## config.mk

```make
export PLATFORM = sky130hd
export DESIGN_NAME = fetch_buf_ctrl
export DESIGN_NICKNAME = d
export VERILOG_FILES = /design/src/rtl/fetch_pkg.sv /design/src/rtl/fetch_buf_ctrl_chk.sv /design/src/rtl/fetch_fifo.sv /design/src/rtl/fetch_buf_ctrl.sv
export SDC_FILE = /design/constraint.sdc
export NUM_CORES = 1
export LEC_CHECK = 0
export ABC_AREA = 1
export BUFFER_PORTS_ARGS = -buffer_cell sky130_fd_sc_hd__buf_2
export CAP_MARGIN = 20
export CELL_PAD_IN_SITES_DETAIL_PLACEMENT = 1
export CELL_PAD_IN_SITES_GLOBAL_PLACEMENT = 1
export CORE_UTILIZATION = 23
export CTS_CLUSTER_DIAMETER = 40
export CTS_CLUSTER_SIZE = 20
export DETAILED_ROUTE_END_ITERATION = 10
export PLACE_DENSITY_LB_ADDON = 0.12
export SLEW_MARGIN = 10
export SYNTH_ARGS = -nofsm -noshare
export SYNTH_HDL_FRONTEND = slang
export SYNTH_HIERARCHICAL = 1
export SYNTH_SLANG_ARGS = --single-unit
export TNS_END_PERCENT = 10
```

## constraint.sdc

```tcl
create_clock -name clk -period 15.4 [get_ports clk]
set_input_delay 0.77 -clock clk [delete_from_list [all_inputs] [get_ports clk]]
set_output_delay 0.77 -clock clk [all_outputs]
set_load 0.01 [all_outputs]
```

## src/rtl/fetch_pkg.sv

```systemverilog
// Shared fetch-path types: address/instruction widths, reset PC and the
// {pc, inst} entry carried through the instruction buffer.
package fetch_pkg;

  localparam int AddrWidth = 32;
  localparam int InstWidth = 32;
  localparam logic [AddrWidth-1:0] ResetPc = 32'h0000_0000;

  typedef struct packed {
    logic [AddrWidth-1:0] pc;
    logic [InstWidth-1:0] inst;
  } fetch_entry_t;

  function automatic logic [AddrWidth-1:0] pc_next(input logic [AddrWidth-1:0] pc);
    return pc + AddrWidth'(32'd4);
  endfunction

endpackage

```

## src/rtl/fetch_buf_ctrl_chk.sv

```systemverilog
// Protocol checks for the fetch controller's in-flight bookkeeping.
module fetch_buf_ctrl_chk #(
  parameter int IW      = 3,
  parameter int MAX_OUT = 4
) (
  input logic          clk,
  input logic          reset,
  input logic          rsp_valid,
  input logic [IW-1:0] inflight,
  input logic [IW-1:0] drop_cnt
);

  a_rsp_needs_request: assert property (@(posedge clk) disable iff (reset)
    rsp_valid |-> (inflight != {IW{1'b0}}));

  a_inflight_bound: assert property (@(posedge clk) disable iff (reset)
    inflight <= IW'(MAX_OUT));

  a_drop_le_inflight: assert property (@(posedge clk) disable iff (reset)
    drop_cnt <= inflight);

endmodule

```

## src/rtl/fetch_fifo.sv

```systemverilog
// Circular instruction buffer with wrap-bit pointers; registered storage,
// no read bypass, contents are not reset.
module fetch_fifo
  import fetch_pkg::*;
#(
  parameter int  DEPTH   = 8,
  parameter type entry_t = fetch_entry_t,
  localparam int PW      = $clog2(DEPTH) + 1,
  localparam int CW      = $clog2(DEPTH + 1)
) (
  input  logic          clk,
  input  logic          reset,
  input  logic          push,
  input  logic          pop,
  input  logic          clear,
  input  entry_t        wdata,
  output entry_t        rdata,
  output logic [CW-1:0] count,
  output logic          full,
  output logic          empty
);

  logic [PW-1:0] wptr;
  logic [PW-1:0] rptr;
  entry_t        mem [DEPTH];
  logic          do_push;
  logic          do_pop;

  assign empty   = (wptr == rptr);
  assign full    = (wptr[PW-1] != rptr[PW-1]) && (wptr[PW-2:0] == rptr[PW-2:0]);
  assign count   = CW'(wptr - rptr);
  assign do_push = push && !full;
  assign do_pop  = pop && !empty;
  assign rdata   = mem[rptr[PW-2:0]];

  always_ff @(posedge clk) begin
    if (reset || clear) begin
      wptr <= {PW{1'b0}};
      rptr <= {PW{1'b0}};
    end else begin
      if (do_push) wptr <= wptr + PW'(1'b1);
      if (do_pop)  rptr <= rptr + PW'(1'b1);
    end
  end

  // Storage is deliberately outside the reset domain.
  always_ff @(posedge clk) begin
    if (do_push && !clear) mem[wptr[PW-2:0]] <= wdata;
  end

endmodule

```

## src/rtl/fetch_buf_ctrl.sv

```systemverilog
// Fetch request generator with credit-reserved instruction buffer and
// redirect handling that discards responses of superseded requests.
module fetch_buf_ctrl
  import fetch_pkg::*;
#(
  parameter int               ADDR     = AddrWidth,
  parameter int               INST     = InstWidth,
  parameter int               DEPTH    = 8,
  parameter int               MAX_OUT  = 4,
  parameter logic [ADDR-1:0]  RESET_PC = ResetPc
) (
  input  logic            clk,
  input  logic            reset,
  output logic            req_valid,
  output logic [ADDR-1:0] req_pc,
  input  logic            req_ready,
  input  logic            rsp_valid,
  input  logic [INST-1:0] rsp_inst,
  input  logic            redirect,
  input  logic [ADDR-1:0] redirect_pc,
  output logic            dec_valid,
  output logic [INST-1:0] dec_inst,
  output logic [ADDR-1:0] dec_pc,
  input  logic            dec_stall
);

  localparam int IW = $clog2(MAX_OUT + 1);
  localparam int CW = $clog2(DEPTH + 1);

  logic [ADDR-1:0] fetch_pc;
  logic [ADDR-1:0] rsp_pc;
  logic [IW-1:0]   inflight;
  logic [IW-1:0]   drop_cnt;

  logic [ADDR-1:0] fetch_nxt;
  logic [ADDR-1:0] rsp_pc_nxt;
  logic [IW-1:0]   inflight_nxt;
  logic [IW-1:0]   drop_nxt;
  logic            room;
  logic            accept;
  logic            rsp_seen;
  logic            keep_rsp;
  logic            drop_rsp;
  logic            push;
  logic            pop;

  logic [CW-1:0]   count;
  logic            full;
  logic            empty;
  fetch_entry_t    wdata;
  fetch_entry_t    rdata;

  assign req_pc    = fetch_pc;
  assign dec_valid = !reset && !empty;
  assign dec_pc    = rdata.pc;
  assign dec_inst  = rdata.inst;
  assign wdata     = '{pc: rsp_pc, inst: rsp_inst};

  always_comb begin
    room         = 1'b0;
    req_valid    = 1'b0;
    accept       = 1'b0;
    rsp_seen     = 1'b0;
    keep_rsp     = 1'b0;
    drop_rsp     = 1'b0;
    push         = 1'b0;
    pop          = 1'b0;
    inflight_nxt = inflight;
    drop_nxt     = drop_cnt;
    fetch_nxt    = fetch_pc;
    rsp_pc_nxt   = rsp_pc;

    // Requests reserve a buffer slot at issue so a response always has room.
    room      = (32'(inflight) + 32'(count)) < 32'(DEPTH);
    req_valid = !reset && !redirect && (inflight < IW'(MAX_OUT)) && room;
    accept    = req_valid && req_ready;
    rsp_seen  = rsp_valid && (inflight != {IW{1'b0}});
    drop_rsp  = rsp_seen && (drop_cnt != {IW{1'b0}});
    keep_rsp  = rsp_seen && (drop_cnt == {IW{1'b0}});
    push      = keep_rsp && !redirect && !full;
    pop       = dec_valid && !dec_stall && !redirect;

    if (accept && !rsp_seen) begin
      inflight_nxt = inflight + IW'(1'b1);
    end else if (!accept && rsp_seen) begin
      inflight_nxt = inflight - IW'(1'b1);
    end else begin
      inflight_nxt = inflight;
    end

    // On redirect every request still outstanding becomes stale.
    if (redirect) begin
      fetch_nxt  = redirect_pc;
      rsp_pc_nxt = redirect_pc;
      drop_nxt   = inflight_nxt;
    end else begin
      fetch_nxt  = accept ? pc_next(fetch_pc) : fetch_pc;
      rsp_pc_nxt = push ? pc_next(rsp_pc) : rsp_pc;
      drop_nxt   = drop_rsp ? (drop_cnt - IW'(1'b1)) : drop_cnt;
    end
  end

  always_ff @(posedge clk) begin
    if (reset) begin
      fetch_pc <= RESET_PC;
      rsp_pc   <= RESET_PC;
      inflight <= {IW{1'b0}};
      drop_cnt <= {IW{1'b0}};
    end else begin
      fetch_pc <= fetch_nxt;
      rsp_pc   <= rsp_pc_nxt;
      inflight <= inflight_nxt;
      drop_cnt <= drop_nxt;
    end
  end

  fetch_fifo #(
    .DEPTH   (DEPTH),
    .entry_t (fetch_entry_t)
  ) u_fifo (
    .clk   (clk),
    .reset (reset),
    .push  (push),
    .pop   (pop),
    .clear (redirect),
    .wdata (wdata),
    .rdata (rdata),
    .count (count),
    .full  (full),
    .empty (empty)
  );

  fetch_buf_ctrl_chk #(
    .IW      (IW),
    .MAX_OUT (MAX_OUT)
  ) u_chk (
    .clk       (clk),
    .reset     (reset),
    .rsp_valid (rsp_valid),
    .inflight  (inflight),
    .drop_cnt  (drop_cnt)
  );

endmodule

```

==> metrics.md <==
| Metric | Value |
|---|---|
| Total power draw | `around 4.6 mW` |
| Vias in the first global route | `between 15000 and 20000` |
| Initial Util | `between 20% and 30%` |
| Sequential cell area fraction in the yosys report | `about 67%` |
| Unique masters post-synth | `between 40 and 50` |
| Avg Cell Area, Syn | `10.4 sq um` |
| TritonCTS buffer count | `117` |
| Yosys warns | `6` |
| Capture point of the worst reg-to-reg path | `u_fifo/mem[6][60]$_DFFE_PP_` |
| CP Capture Type | `output port` |
| Die X | `334 um` |
| CTS tree | `yes` |
| Clk buf depth | `3` |
| Fillers | `around 12000` |
| Number of diodes | `0` |
| Hold crit path type | `primary input to flop` |
| CTS Sinks | `a little under 600` |
| Setup CP Type | `flop to output port` |
| Avg WL per Cell | `approximately 20 um` |
| Clock-pin slew on the worst setup and hold paths | `0.05 ns` |
| Initial antenna violation count | `3` |
| Cell row count | `between 100 and 150` |
| GR Overflow Total | `0` |
| WP data arrival | `about 3.8 ns` |
| Met1 GRT Util | `a little under a fifth` |
| Vias | `roughly 18000` |
| Port buffer count | `~170` |
| Critical Path RT | `roughly 15 ns` |
| GRT Max-Usage Layer | `met2` |
| Max-slew headroom | `a little under a third` |
| First-pass DRT Iterations | `5` |
| Post-DP HPWL | `around 49000 um` |
| Starting DRC count in detailed routing | `approximately 800` |
| Post-CTS Setup Bufs | `0` |
| H-tree depth | `3` |
| PD cells | `146 mW/mm^2` |
| FF-to-FF path depth | `11` |
| Placeable Area | `~0.11 sq mm` |
| Hold Buf Count CTS | `0` |
| Leak | `11.5 nW` |
| Die area | `0.111 sq mm` |
| Clock Tree Root | `clkbuf_16` |
| Post_cts resized | `0` |
| First-pass GRT wire length | `roughly 120000 um` |
| Fraction of layout cells with a size suffix above 1 | `between 10% and 20%` |
| Routability congestion estimate | `~0.8` |
| Main area contributors after synthesis | `edfxtp_1 (61%), nor2_1 (6.9%), nand2_1 (6.5%), dfxtp_1 (6.4%), o21ai_0 (6.0%)` |
| Die H | `roughly 330 um` |
| GRT met3 Usage | `under 10%` |
| Seq cells post-synth | `roughly 590` |
| Max Slew Vio Count | `0` |
| Total Wirelength | `roughly 81000 um` |
| Fmax | `around 220 MHz` |
| Syn nets | `approximately 2500` |
| Tcrit/Tclk final | `about 30%` |
| I/O Pins | `~170` |
| DRT antenna net count | `0` |
| Yosys top cell by area | `edfxtp_1` |
| Syn Std Cell Area | `between 0.02 and 0.03 sq mm` |
| Status | `complete, no violations` |
| Hold Vio Cnt, Final | `0` |
| Worst-margin pin slew | `about 1.0 ns` |
| Peak VDD IR | `~0.085 mV` |
| Largest net degree at the start of global routing | `about 210` |
| Setup TNS | `0 ns` |
| Vias per cell | `~4.4` |
| Setup Viol. Count Final | `0` |
| Synth-to-layout area growth | `25.0%` |
| Met2 Track Usage GR | `24.9%` |
| RSZ-0062 raised after global routing | `false` |
| Tot GR Track Use | `14.6%` |
| Post-synth top area share | `between 60% and 70%` |
| Reg-to-Reg Start | `inflight[0]$_SDFF_PP0_` |
| Fin crit period | `between 4 and 5 ns` |
| Post-synthesis cell count | `2428` |
| R2r setup slk | `11.29 ns` |
| # Max-Cap Violations | `0` |
| Post-Route Skew | `about 0.056 ns` |
| Crit start category | `flop` |
| Crit path max fanout | `81` |
| Final net count | `approximately 2700` |
| Critical path capture point | `dec_pc[28]` |
| Number of remaining DRC errors | `0` |
| Skew-Pair Late Insertion Delay | `0.69 ns` |
## kinds of logic after synthesis
group	Yosys count	synth area share (%)
flip-flops	593	67.1
AO/OA/AOI/OAI	525	10.6
buffers and inverters	241	4.31
XOR/XNOR	27	0.933
AND/OR/NAND/NOR	1027	16.3
adder cells (fa/ha/maj)	15	0.770
## state kept, by name (all words and copies together) (netlist names), named ones only
signal / count
drop_cnt: 3
req_pc: 32
u_fifo/wptr: 4
u_fifo/rptr: 4
u_fifo/mem: 512
rsp_pc: 32
inflight: 3
## power by group
part           switching, mW  internal [mW]
registers             0.0500           1.79
logic                  0.132         0.0633
clock network          0.901           1.68
total                   1.08           3.53
## worst max-delay path, cell delays in order (launching register included)
cell	delay, ns
dfxtp_4	0.60
buf_4	0.74
buf_4	0.79
nor2_1	0.12
nor2_1	0.11
o21ai_0	0.12
o21ai_1	0.12
nand2_1	0.07
nand2_1	0.16
buf_2	0.16
## cell type report
| class | count | area (sq um) | share of cell area, % |
|---|---|---|---|
| Clock buffer | 131 | 3040 | 9.61 |
| Clock inverter | 91 | 1020 | 3.22 |
| Inverter | 119 | 458 | 1.45 |
| Multi-Input combinational cell | 1594 | 7310 | 23.1 |
| Sequential cell | 593 | 17000 | 53.7 |
| Tap cell | 1414 | 1770 | 5.59 |
| Timing Repair Buffer | 192 | 1060 | 3.34 |
## layer usage
layer  wire length (um)  part of all wire (%)
met1              36900                    45
met5                  0                     0
met2              39100                    48
met3               2970                   3.6
met4               2310                   2.8
## Yosys cell counts
master and count:
edfxtp_1 512, nor2_1 469, nand2_1 436, o21ai_0 303, o21ai_1 136, inv_1 112
dfxtp_1 81, clkbuf_1 67, nand3_1 60, a21oi_1 54, buf_2 24, nor3_1 20
xor2_1 20, a31oi_1 19, ha_1 14, nand4_1 13, buf_4 11, buf_6 11
buf_1 7, o211ai_1 7, xnor2_1 7, nand3b_1 6, inv_2 5, nand2_2 4
nor2_2 4, nor3_2 4, nor2_4 3, o22ai_1 3, nand2_4 2, nand3_2 2
o21bai_1 2, buf_12 1, buf_8 1, clkinv_2 1, fa_1 1, inv_6 1
nand3_4 1, nor3_4 1, nor4_1 1, o31ai_1 1, or2_2 1
## through the flow
| step | hold slack [ns] | std cells | area (sq um) | utilization, % | worst slack (ns) |
|---|---|---|---|---|---|
| 6_report | 0.359 | 4134 | 31700 | 29.0 | 10.86 |
| 3_5_place_dp | 0.464 | 3911 | 27600 | 25.3 | 10.71 |
| 4_1_cts | 0.312 | 4133 | 31600 | 29.0 | 10.64 |
| 5_1_grt | 0.332 | 4134 | 31700 | 29.0 | 10.47 |
| 2_1_floorplan | 0.444 | 2428 | 25300 | - | 10.43 |
| 3_3_place_gp | 0.457 | 3911 | 27600 | 25.3 | 10.80 |
## cells in the final DEF (no fill, tap or decap), drive strengths merged, types with 2 or more instances in the layout
cell type and n:
a21oi 54, a31oi 19, buf 192, bufinv 15
clkbuf 131, clkinv 49, clkinvlp 12, dfxtp 81
edfxtp 512, ha 14, inv 134, nand2 442
nand3 63, nand3b 6, nand4 13, nor2 476
nor3 25, o211ai 7, o21ai 439, o21bai 2
o22ai 3, xnor2 7, xor2 20
## worst min-delay path by stage
stage,start,end,slack (ns),cells past startpoint
2_1_floorplan,drop_cnt[1]$_SDFFE_PP0P_,drop_cnt[1]$_SDFFE_PP0P_,0.44,2
3_3_place_gp,drop_cnt[1]$_SDFFE_PP0P_,drop_cnt[1]$_SDFFE_PP0P_,0.46,2
3_5_place_dp,drop_cnt[1]$_SDFFE_PP0P_,drop_cnt[1]$_SDFFE_PP0P_,0.46,2
4_1_cts,rsp_inst[6],u_fifo/mem[6][6]$_DFFE_PP_,0.31,1
5_1_grt,rsp_inst[5],u_fifo/mem[5][5]$_DFFE_PP_,0.33,1
6_report,rsp_inst[6],u_fifo/mem[6][6]$_DFFE_PP_,0.36,1
No activity file was read; power rests on OpenSTA's default activity.
